`src/rtl/dbus_tx_pkg.sv`:
```
// Shared D-bus definitions: state encodings, default timeout and line levels.
// Used by dbus_tx and the future dbus_rx.
package dbus_tx_pkg;

  typedef enum logic [2:0] {
    StIdle     = 3'd0,
    StDropWait = 3'd1,
    StAssert   = 3'd2,
    StWaitAck  = 3'd3,
    StWaitRel  = 3'd4,
    StDone     = 3'd5,
    StRecover  = 3'd6,
    StGap      = 3'd7
  } dbus_state_e;

  // 100 ms at 24 MHz
  localparam int unsigned DbusTimeoutDefault = 2400000;

  // Open-drain lines float high when nobody pulls them
  localparam logic LineIdle = 1'b1;

endpackage

```
`src/rtl/dbus_sync.sv`:
```
// Two-flop synchroniser for an asynchronous D-bus line; resets to the idle level.
module dbus_sync
  import dbus_tx_pkg::*;
(
  input  logic i_clock,
  input  logic i_reset,
  input  logic i_async,
  output logic o_sync
);

  logic meta;

  always_ff @(posedge i_clock) begin
    if (i_reset) begin
      meta   <= LineIdle;
      o_sync <= LineIdle;
    end else begin
      meta   <= i_async;
      o_sync <= meta;
    end
  end

endmodule

```
`src/rtl/dbus_tx.sv`:
```
// D-bus byte transmitter: pulls bytes from the UART RX FIFO and sends them LSB first on tip/ring.
// Define DBUS_TX_GAP_EN to enforce a minimum idle gap of c_GAP cycles between bytes.
module dbus_tx
  import dbus_tx_pkg::*;
#(
  parameter int unsigned c_TIMEOUT      = DbusTimeoutDefault,
  parameter int unsigned c_TIMEOUTWIDTH = 22
`ifdef DBUS_TX_GAP_EN
  ,
  parameter int unsigned c_GAP          = 240
`endif
) (
  input  logic       i_clock,
  input  logic       i_reset,
  input  logic [7:0] i_data,
  input  logic       i_avail,
  output logic       o_read,
  input  logic       i_tip,
  input  logic       i_ring,
  output logic       o_tip_low,
  output logic       o_ring_low,
  output logic       o_busy,
  output logic       o_error
);

  localparam logic [c_TIMEOUTWIDTH-1:0] TimeoutLast = c_TIMEOUTWIDTH'(c_TIMEOUT - 1);

`ifdef DBUS_TX_GAP_EN
  localparam int unsigned GapWidth = (c_GAP > 1) ? $clog2(c_GAP) : 1;
  localparam logic [GapWidth-1:0] GapLast = GapWidth'(c_GAP - 1);
  logic [GapWidth-1:0] gap_cnt;
`endif

  logic                      s_tip;
  logic                      s_ring;
  dbus_state_e               state;
  logic [7:0]                shreg;
  logic [2:0]                bit_cnt;
  logic [c_TIMEOUTWIDTH-1:0] timer;
  logic                      rec_high;
  logic                      wait_state;
  logic                      advance;
  logic                      timeout_hit;

  dbus_sync u_sync_tip (
    .i_clock (i_clock),
    .i_reset (i_reset),
    .i_async (i_tip),
    .o_sync  (s_tip)
  );

  dbus_sync u_sync_ring (
    .i_clock (i_clock),
    .i_reset (i_reset),
    .i_async (i_ring),
    .o_sync  (s_ring)
  );

  // Exit condition of each wait state; a wait that does not advance is what times out
  always_comb begin
    wait_state = 1'b0;
    advance    = 1'b0;
    case (state)
      StDropWait: begin
        wait_state = 1'b1;
        advance    = !i_avail;
      end
      StWaitAck: begin
        wait_state = 1'b1;
        advance    = shreg[0] ? (s_tip != LineIdle) : (s_ring != LineIdle);
      end
      StWaitRel: begin
        wait_state = 1'b1;
        advance    = (s_tip == LineIdle) && (s_ring == LineIdle);
      end
      default: begin
        wait_state = 1'b0;
        advance    = 1'b0;
      end
    endcase
    timeout_hit = (timer == TimeoutLast);
  end

  always_ff @(posedge i_clock) begin
    if (i_reset) begin
      state      <= StIdle;
      shreg      <= '0;
      bit_cnt    <= '0;
      timer      <= '0;
      rec_high   <= 1'b0;
      o_read     <= 1'b0;
      o_tip_low  <= 1'b0;
      o_ring_low <= 1'b0;
      o_busy     <= 1'b0;
      o_error    <= 1'b0;
`ifdef DBUS_TX_GAP_EN
      gap_cnt    <= '0;
`endif
    end else begin
      o_read  <= 1'b0;
      o_error <= 1'b0;
      if (wait_state && !advance && timeout_hit) begin
        // Abort: the byte is dropped, not retransmitted
        o_tip_low  <= 1'b0;
        o_ring_low <= 1'b0;
        o_error    <= 1'b1;
        timer      <= '0;
        rec_high   <= 1'b0;
        state      <= StRecover;
      end else begin
        case (state)
          StIdle: begin
            timer <= '0;
            if (i_avail && (s_tip == LineIdle) && (s_ring == LineIdle)) begin
              shreg   <= i_data;
              o_read  <= 1'b1;
              bit_cnt <= '0;
              o_busy  <= 1'b1;
              state   <= StDropWait;
            end
          end
          StDropWait: begin
            if (advance) begin
              timer <= '0;
              state <= StAssert;
            end else begin
              timer <= timer + c_TIMEOUTWIDTH'(1);
            end
          end
          StAssert: begin
            if (shreg[0]) begin
              o_ring_low <= 1'b1;
            end else begin
              o_tip_low <= 1'b1;
            end
            timer <= '0;
            state <= StWaitAck;
          end
          StWaitAck: begin
            if (advance) begin
              o_tip_low  <= 1'b0;
              o_ring_low <= 1'b0;
              timer      <= '0;
              state      <= StWaitRel;
            end else begin
              timer <= timer + c_TIMEOUTWIDTH'(1);
            end
          end
          StWaitRel: begin
            if (advance) begin
              shreg   <= {1'b0, shreg[7:1]};
              bit_cnt <= bit_cnt + 3'd1;
              timer   <= '0;
              state   <= (bit_cnt == 3'd7) ? StDone : StAssert;
            end else begin
              timer <= timer + c_TIMEOUTWIDTH'(1);
            end
          end
          StDone: begin
            timer <= '0;
`ifdef DBUS_TX_GAP_EN
            gap_cnt <= '0;
            state   <= StGap;
`else
            o_busy  <= 1'b0;
            state   <= StIdle;
`endif
          end
          StRecover: begin
            // Both lines must read idle on two consecutive cycles
            if ((s_tip == LineIdle) && (s_ring == LineIdle)) begin
              rec_high <= 1'b1;
              if (rec_high) begin
                o_busy   <= 1'b0;
                rec_high <= 1'b0;
                state    <= StIdle;
              end
            end else begin
              rec_high <= 1'b0;
            end
          end
`ifdef DBUS_TX_GAP_EN
          StGap: begin
            if (gap_cnt == GapLast) begin
              o_busy <= 1'b0;
              state  <= StIdle;
            end else begin
              gap_cnt <= gap_cnt + GapWidth'(1);
            end
          end
`endif
          default: begin
            o_tip_low  <= 1'b0;
            o_ring_low <= 1'b0;
            o_busy     <= 1'b0;
            state      <= StIdle;
          end
        endcase
      end
    end
  end

endmodule

```
`config.mk`:
```
export PLATFORM = sky130hd
export DESIGN_NAME = dbus_tx
export DESIGN_NICKNAME = d
export VERILOG_FILES = /design/src/rtl/dbus_tx_pkg.sv /design/src/rtl/dbus_sync.sv /design/src/rtl/dbus_tx.sv
export SDC_FILE = /design/constraint.sdc
export NUM_CORES = 1
export LEC_CHECK = 0
export ABC_CLOCK_PERIOD_IN_PS = 2300
export BUFFER_PORTS_ARGS = -buffer_cell sky130_fd_sc_hd__buf_2
export CAP_MARGIN = 20
export CORE_ASPECT_RATIO = 0.7
export CORE_MARGIN = 5
export CORE_UTILIZATION = 35
export DETAILED_ROUTE_END_ITERATION = 12
export HOLD_SLACK_MARGIN = 0.03
export PLACE_DENSITY = 0.5
export SLEW_MARGIN = 20
export SYNTH_ARGS = -nofsm -noshare
export SYNTH_HDL_FRONTEND = slang
export SYNTH_SLANG_ARGS = --single-unit
```
`constraint.sdc`:
```
create_clock -name i_clock -period 2.3 [get_ports i_clock]
set_input_delay 0.575 -clock i_clock [delete_from_list [all_inputs] [get_ports i_clock]]
set_output_delay 0.575 -clock i_clock [all_outputs]
set_load 0.05 [all_outputs]
```
==> results of run 1 <==
-- per-stage QoR --
step	instance area (um2)	util	power [mW]	instances	hold slack [ns]
after detailed placement	2411	0.3842	1.732	329	0.3944
after floorplan	2276	-	1.594	241	0.3895
after global routing	2554	0.4069	2.609	337	0.4349
final	2554	0.4069	2.460	337	0.4134
after global placement	2411	0.3842	1.745	329	0.3938
after CTS	2554	0.4069	2.484	337	0.4171
-- state kept, by name (all words and copies together) (netlist names) --
signal	cells
timer	22
u_sync_ring.o_sync	1
u_sync_tip.meta	1
u_sync_tip.o_sync	1
o_read	1
o_error	1
rec_high	1
o_tip_low	1
shreg	8
u_sync_ring.meta	1
o_ring_low	1
o_busy	1
state	3
bit_cnt	3
-- kinds of logic after synthesis --
group / after synthesis
compound gates: 40
xor+xnor: 20
fa+ha+maj: 3
buf+inv: 15
flops: 46
mux: 7
simple gates: 110
-- worst reg2reg max path, cell delays in order (launching register included) --
cell,delay (ns)
dfxtp_1,0.44
nand3b_1,0.26
a211o_2,0.44
nand4_4,0.12
nand4b_4,0.36
nor2_2,0.22
-- worst max path at each step --
| stage | from | endpoint | cells past startpoint |
|---|---|---|---|
| after floorplan | timer[13]$_SDFFE_PP0P_ | timer[5]$_SDFFE_PP0P_ | 6 |
| after global placement | i_avail | state[1]$_SDFFE_PP0P_ | 6 |
| after detailed placement | i_avail | state[1]$_SDFFE_PP0P_ | 6 |
| after CTS | state[2]$_SDFFE_PP0P_ | timer[11]$_SDFFE_PP0P_ | 5 |
| after global routing | state[2]$_SDFFE_PP0P_ | timer[19]$_SDFFE_PP0P_ | 5 |
| final | state[2]$_SDFFE_PP0P_ | timer[2]$_SDFFE_PP0P_ | 5 |
-- cells in the final DEF, fill, tap and decap left out, types with 6 or more instances in the layout --
cell type and instances:
nand4_1 6, a211oi_1 8, clkbuf_8 6, nand3_1 12, nand2_1 19, dfxtp_1 46, mux2i_1 7, nor2_2 10
buf_2 17, nor2_1 23, xor2_1 15, o21ai_0 6, a21oi_1 13
-- per-layer routing --
metal  part of all wire  track usage  vias up
li1                   -            -      889
met1               0.59       0.1947      746
met2               0.35       0.1391       29
met3              0.052      0.03648        4
met4             0.0085      0.04269        0
met5                  0            0        -
-- power breakdown --
part / internal [mW] / total, mW / switching [mW] / leakage, nW
sequential: 0.887 / 0.972 / 0.0846 / 0.374
clock: 0.463 / 0.735 / 0.272 / 0.0714
combinational: 0.282 / 0.753 / 0.470 / 0.462
-- cell type report --
cell class	count	share of cell area
multi-input cells	180	0.4929
flip-flops and latches	46	0.3606
repair buffers	22	0.04802
well taps	78	0.03822
clock buffers	6	0.03234
clock inverters	2	0.02352
inverters	3	0.004410
==> flow_summary.json, run 1 <==
{
  "hp-class": "flop to flop",
  "yosys.area.top_type": "dfxtp_1",
  "relSlewSlack": 0.6198,
  "max_slew.worst_pin.slew_ns": 0.5644,
  "overflow": 0,
  "critPathLaunchType": "flop",
  "maxCapViolCount": 0,
  "setup_violations": 0,
  "crit_family": "simple AND/OR/NAND/NOR gates",
  "area_growth_pct": 12.20,
  "rr_startpoint": "state[2]$_SDFFE_PP0P_",
  "synth_top_family_by_area": "simple AND/OR/NAND/NOR gates",
  "yosys_warnings": 0,
  "fp.dieH_um": 77.47,
  "cts.clk_slew.worst_paths_ns": 0.09,
  "ant_nets": 0,
  "row_count": 24,
  "synth_area_leaders": "dfxtp_1 40%, xor2_1 5.8%, nor2_1 3.8%, nand2_1 3.1%, mux2i_1 3.1%",
  "leakage_nw": 0.9077,
  "final_max_slew_viol_count": 0,
  "synthCells": 241,
  "layout.nets": 274,
  "cp.required_ns": 2.53,
  "synth-edff-count": 0,
  "synth_compound_area_frac": 0.1275,
  "r2r_slack_ns": 0.38,
  "hold_buffers": 0,
  "clkLatencyLatePin_ns": 0.30,
  "finalSetupTns_ns": 0,
  "r2r_end": "timer[2]$_SDFFE_PP0P_",
  "synth_nets": 257,
  "yosysMostFrequentCell": "dfxtp_1",
  "h-tree-depth": 2,
  "yosys.area_share.xor_xnor": 0.07697,
  "route.detailed.wl_per_inst_um": 14.03,
  "cts.root.buffer_cell": "clkbuf_8",
  "fmax_mhz": 521.2,
  "cp.buffers_inverters": 0,
  "whs_path_depth": 1,
  "finalWeightedCongestion": 0.8515,
  "drive_above_1_share": 0.2317,
  "cts_buffer_depth": 2,
  "worstSetupEndpointType": "flop",
  "p_per_area_nw_per_um2": 963.4,
  "synth_fa_ha_area_frac": 0.01649,
  "pre_cts_slack_ns": 0.4253,
  "synth_top_area_frac": 0.4046,
  "grt_setup_unrepaired": "false",
  "worst_path_max_delay_cell": "dfxtp_1",
  "cts_tree": "yes",
  "n_antenna_cell": 0,
  "drcViolationCount": 0,
  "cts.sinks": 46,
  "avgSynthCellArea_um2": 9.444,
  "synth_mux_area_frac": 0.03079,
  "totalWireLength_um": 4728,
  "layout_min_cycle_time_ns": 1.919,
  "post-dp-hpwl_um": 3393,
  "yosysSeqAreaShare": 0.4046,
  "initial_utilization": 0.3626,
  "worst_slack_ns": 0.3813,
  "worstSetupPathType": "flop to flop",
  "post_cts_resized": 0,
  "dieArea_um2": 8241,
  "fillCellCount": 616,
  "synthSimpleGateAreaFrac": 0.3013,
  "hp-start": "u_sync_tip.meta$_SDFF_PP1_",
  "ys_seq_elements": 46,
  "worstHoldEndpoint": "u_sync_tip.o_sync$_SDFF_PP1_",
  "crit_fanout": 20,
  "routed_via_density": 4.950,
  "yosys-top-cells-count": "46 x dfxtp_1, 23 x nor2_1, 19 x nand2_1, 15 x xor2_1, 13 x a21oi_1",
  "cts_buffers": 5,
  "outcome": "finished clean",
  "ys_types": 50,
  "hold_viol": 0,
  "reg2regPathDepth": 5,
  "grt_pass1_wl_um": 7886,
  "drtIter0Drc": 76,
  "cpPeakStageDelay_ns": 0.44,
  "firstDrtPassIters": 5,
  "grt_max_degree": 23,
  "antenna_found_initial": 0,
  "arrival_ns": 2.15,
  "portBuffers": 17,
  "grt_pass1_vias": 1504,
  "synthArstFlopShare": 0,
  "cts_setup_buffers": 0,
  "path_cells": "nand3b_1, a211o_2, nand4_4, nand4b_4, nor2_2",
  "ys.flop_type": "dfxtp_1",
  "io_pins": 18,
  "vias": 1668,
  "core_um2": 6276,
  "seqCellArea_um2": 920.9,
  "period_share": 0.8342,
  "vdd_drop_max_v": 0.0003656,
  "syn_area_um2": 2276,
  "multi_input_area_um2": 1259,
  "die_w_um": 106.4,
  "grt_use_total": 0.1195,
  "clock_skew_ns": 0.01065
}
No activity file was read; power rests on OpenSTA's default activity.
==> run 2, diff against run 1 <==
- ABC_CLOCK_PERIOD_IN_PS: 2300 -> 1800
- clock period: 2.3 -> 1.8 ns (I/O delays scaled with it)
==> flow_summary.json, run 2 (synthesized netlist as in run 1, its figures left out) <==
{
  "final_common_cell": "dfxtp_1",
  "overflow": 0,
  "cts.root.buffer_cell": "clkbuf_8",
  "pre_cts_slack_ns": 0.06156,
  "hold_slack_ns": 0.3338,
  "cts_buffers": 5,
  "die_w_um": 106.4,
  "n_antenna_cell": 0,
  "hp-class": "input port to flop",
  "drtIter0Drc": 82,
  "largest_register": "timer",
  "drive_above_1_share": 0.3022,
  "hold_viol": 0,
  "p_per_area_nw_per_um2": 1153,
  "hold_buffers": 0,
  "arrival_ns": 1.91,
  "met1Wirelength_um": 2945,
  "r2r_slack_ns": 0.08,
  "met3WireLength_um": 180,
  "finalPower_mw": 3.123,
  "critPathLaunchType": "flop",
  "clkLatencyLatePin_ns": 0.30,
  "initial_utilization": 0.3626,
  "post-dp-hpwl_um": 3596,
  "grt_use_total": 0.1258,
  "core_um2": 6276,
  "post_dp_cell_area_um2": 2566,
  "multi_input_area_um2": 1277,
  "routed_via_density": 4.955,
  "h-tree-depth": 2,
  "reg.largest.list": "timer: 22 flops, shreg: 8 flops",
  "antenna_found_initial": 0,
  "row_count": 24,
  "totalWireLength_um": 4880,
  "layoutNonFillerInstCount": 356,
  "max_slew.worst_pin.slew_ns": 0.5206,
  "cts_buffer_depth": 2,
  "vdd_drop_max_v": 0.0003562,
  "cts.sinks": 46,
  "worstSetupPathType": "flop to flop",
  "final_cell_mix": "43 x dfxtp_1, 24 x buf_4, 23 x nor2_1",
  "route.detailed.wl_per_inst_um": 13.71,
  "drcViolationCount": 0,
  "ant_nets": 0,
  "grt_pass1_vias": 1667,
  "placedCellCount": 348,
  "clock_skew_ns": 0.01225,
  "outcome": "finished clean",
  "leakage_nw": 1.005,
  "cts.clk_slew.worst_paths_ns": 0.08,
  "finalWeightedCongestion": 0.7783,
  "io_pins": 18,
  "dieArea_um2": 8241,
  "period_share": 0.9551,
  "route.met2.wl_um": 1719,
  "firstDrtPassIters": 4,
  "worst_slack_ns": 0.08083,
  "vias": 1764,
  "maxCapViolCount": 0,
  "fmax_mhz": 581.7,
  "crit_fanout": 15,
  "relSlewSlack": 0.6492,
  "grt_setup_unrepaired": "true",
  "stdcell_area_um2": 2709,
  "portBuffers": 17,
  "largest_reg_flops": 22,
  "layout_min_cycle_time_ns": 1.719,
  "area_growth_pct": 19.02,
  "grt_max_degree": 23,
  "grt_pass1_wl_um": 8376,
  "seqCellArea_um2": 924.6,
  "fillCellCount": 587,
  "cts_tree": "yes",
  "worstSetupEndpointType": "flop",
  "final_max_slew_viol_count": 0,
  "cp.required_ns": 1.99,
  "layout.nets": 294,
  "setup_violations": 0,
  "fp.dieH_um": 77.47,
  "top_layer": "met4"
}
run 2: cell type report:
| cell class | instances | share of cell area |
|---|---|---|
| sequential | 46 | 0.3413 |
| tap | 78 | 0.03603 |
| clock inverter | 1 | 0.01109 |
| clock buffer | 6 | 0.03048 |
| inverter | 3 | 0.004157 |
| multi-input combinational | 180 | 0.4716 |
| timing repair buffer | 42 | 0.1053 |
run 2: final timing paths:
check                                   start                       endpoint  cells after the start
setup / recovery       timer[17]$_SDFFE_PP0P_         timer[17]$_SDFFE_PP0P_                      6
hold / removal                          i_tip     u_sync_tip.meta$_SDFF_PP1_                      2
setup reg to reg       timer[17]$_SDFFE_PP0P_         timer[17]$_SDFFE_PP0P_                      6
hold reg to reg   u_sync_ring.meta$_SDFF_PP1_  u_sync_ring.o_sync$_SDFF_PP1_                      1
run 2: critical path, stage by stage, from the launching register on:
cell and delay (ns):
dfxtp_2 0.34, or4b_4 0.53, nor4_4 0.23, nand4_4 0.16
nand4b_4 0.14, buf_12 0.16, nor2_1 0.05
run 2: power by group:
group,internal (mW),switching (mW)
clock,0.445,0.345
sequential,1.14,0.0898
combinational,0.459,0.648
run 2: routing by layer:
| metal | vias to the layer above | GRT usage |
|---|---|---|
| li1 | 931 | - |
| met3 | 4 | 0.03814 |
| met2 | 25 | 0.1530 |
| met4 | 0 | 0.02717 |
| met1 | 804 | 0.2066 |
| met5 | - | 0 |
run 2: metrics by stage:
stage | TNS, ns | utilization
CTS | 0 | 0.4268
global route | -0.004404 | 0.4316
finish | 0 | 0.4316
global placement | 0 | 0.4089
floorplan | 0 | -
detailed placement | 0 | 0.4089
run 2: timing repair:
action | in CTS | in global routing
endpoints found under the setup margin | 0 | 18
setup buffers | 0 | 1
resized for setup | 0 | 6
==> run 3, diff against run 2 <==
- ABC_CLOCK_PERIOD_IN_PS: 1800 -> 1920
- SETUP_SLACK_MARGIN: default -> 0.4
- clock period: 1.8 -> 1.92 ns (I/O delays scaled with it)
==> flow_summary.json, run 3 (synthesized netlist as in run 1, its figures left out) <==
{
  "maxCapViolCount": 0,
  "hp-start": "i_ring",
  "dieArea_um2": 8241,
  "largest_register": "timer",
  "route.detailed.wl_per_inst_um": 14.95,
  "p_per_area_nw_per_um2": 1074,
  "startpoint": "timer[13]$_SDFFE_PP0P_",
  "antenna_found_initial": 0,
  "cts_buffer_depth": 2,
  "cts.clk_slew.worst_paths_ns": 0.09,
  "setup_violations": 0,
  "final_max_slew_viol_count": 0,
  "worstSetupPathType": "flop to flop",
  "totalWireLength_um": 5518,
  "cpPeakStageDelay_ns": 0.55,
  "h-tree-depth": 2,
  "path_cells": "or4b_4, nor4_4, nand4_4, nand4b_4, clkbuf_16, nor2_1",
  "die_w_um": 106.4,
  "vdd_drop_max_v": 0.0004677,
  "routed_via_density": 5.046,
  "period_share": 0.9209,
  "hp-class": "input port to flop",
  "worstSetupEndpointType": "flop",
  "ant_nets": 0,
  "relSlewSlack": 0.7083,
  "final_cell_mix": "37 x dfxtp_1, 30 x buf_4, 22 x nor2_1",
  "crit_fanout": 5,
  "vias": 1862,
  "initial_utilization": 0.3626,
  "drive_above_1_share": 0.4089,
  "leakage_nw": 1.089,
  "cts.sinks": 46,
  "io_pins": 18,
  "n_antenna_cell": 0,
  "reg2regPathDepth": 6,
  "r2r_end": "timer[12]$_SDFFE_PP0P_",
  "layoutNonFillerInstCount": 369,
  "drcViolationCount": 0,
  "cts_buffers": 5,
  "firstDrtPassIters": 4,
  "portBuffers": 17,
  "outcome": "finished clean",
  "grt_use_total": 0.1298,
  "clock_skew_ns": 0.008098,
  "final_util": 0.4745,
  "row_count": 24,
  "grt_pass1_wl_um": 8576,
  "cts.root.buffer_cell": "clkbuf_8",
  "worst_path_max_delay_cell": "or4b_4",
  "finalSetupTns_ns": 0,
  "final_common_cell": "dfxtp_1",
  "drtIter0Drc": 79,
  "crit_family": "simple AND/OR/NAND/NOR gates",
  "rr_startpoint": "timer[13]$_SDFFE_PP0P_",
  "layout.nets": 307,
  "grt_setup_unrepaired": "true",
  "grt_max_degree": 21,
  "clkLatencyLatePin_ns": 0.30,
  "worstHoldEndpoint": "u_sync_ring.meta$_SDFF_PP1_",
  "placedCellCount": 346,
  "max_slew.worst_pin.slew_ns": 0.4330,
  "reg.largest.list": "timer: 22 flops, shreg: 8 flops",
  "area_growth_pct": 30.84,
  "finalWeightedCongestion": 0.7783,
  "critPathLaunchType": "flop",
  "whs_path_depth": 2,
  "cp.required_ns": 2.12,
  "fmax_mhz": 565.6,
  "hold_buffers": 0,
  "hold_viol": 0,
  "arrival_ns": 1.97,
  "overflow": 0,
  "core_um2": 6276,
  "cts_tree": "yes",
  "fillCellCount": 620,
  "layout_min_cycle_time_ns": 1.768,
  "post-dp-hpwl_um": 3555,
  "r2r_slack_ns": 0.15,
  "fp.dieH_um": 77.47,
  "largest_reg_flops": 22,
  "grt_pass1_vias": 1679,
  "cp.buffers_inverters": 1
}
run 3: cell types whose count changed in the layout (fill, tap and decap cells not counted), sizes merged:
cell	change
clkbuf	+2
buf	+11
run 3: per-stage QoR:
stage               cell area (um2)  hold WS (ns)  worst slack, ns  total power [mW]
floorplan                      2277        0.3895           0.2773             1.912
global placement               2552        0.3956           0.1651             2.168
detailed placement             2552        0.3960           0.1357             2.166
CTS                            2829        0.3545           0.1716             3.007
global route                   2978        0.3534           0.1106             3.371
finish                         2978        0.3634           0.1519             3.197
run 3: power by group:
part | leakage (nW) | switching [mW] | internal, mW
combinational | 0.654 | 0.708 | 0.568
clock | 0.0573 | 0.332 | 0.417
sequential | 0.377 | 0.0968 | 1.07
run 3: routing by layer:
| metal | vias up | track usage | wire length, um |
|---|---|---|---|
| met2 | 32 | 0.1732 | 2154 |
| met1 | 871 | 0.2027 | 3111 |
| li1 | 955 | - | - |
| met4 | 0 | 0.03493 | 46 |
| met3 | 4 | 0.03234 | 205 |
| met5 | - | 0 | 0 |
run 3: area by class of cell:
class / instances / area [um2] / area share
Multi-Input combinational cell: 180 / 1403 / 0.4710
Sequential cell: 46 / 934.6 / 0.3139
Timing Repair Buffer: 55 / 419.2 / 0.1408
Tap cell: 78 / 97.59 / 0.03277
Clock buffer: 6 / 82.58 / 0.02773
Clock inverter: 1 / 30.03 / 0.01008
Inverter: 3 / 11.26 / 0.003782
run 3: worst reg2reg max path, cell delays in order, from the launching register on:
cell and delay [ns]:
dfxtp_2 0.33, or4b_4 0.55, nor4_4 0.23, nand4_4 0.17, nand4b_4 0.18, clkbuf_16 0.17
nor2_1 0.04
run 3: what timing repair did:
action,CTS,global route
cloned,0,4
pin swaps,8,10
resized for setup,26,21
setup endpoints to repair,41,40
setup buffers,8,4
endpoints found under the hold margin,0,0
run 3: worst max-delay path by stage:
| stage | to | cells past startpoint |
|---|---|---|
| floorplan | timer[5]$_SDFFE_PP0P_ | 6 |
| finish | timer[12]$_SDFFE_PP0P_ | 6 |
| detailed placement | timer[18]$_SDFFE_PP0P_ | 6 |
| global placement | state[1]$_SDFFE_PP0P_ | 6 |
| CTS | timer[13]$_SDFFE_PP0P_ | 6 |
| global route | timer[2]$_SDFFE_PP0P_ | 6 |
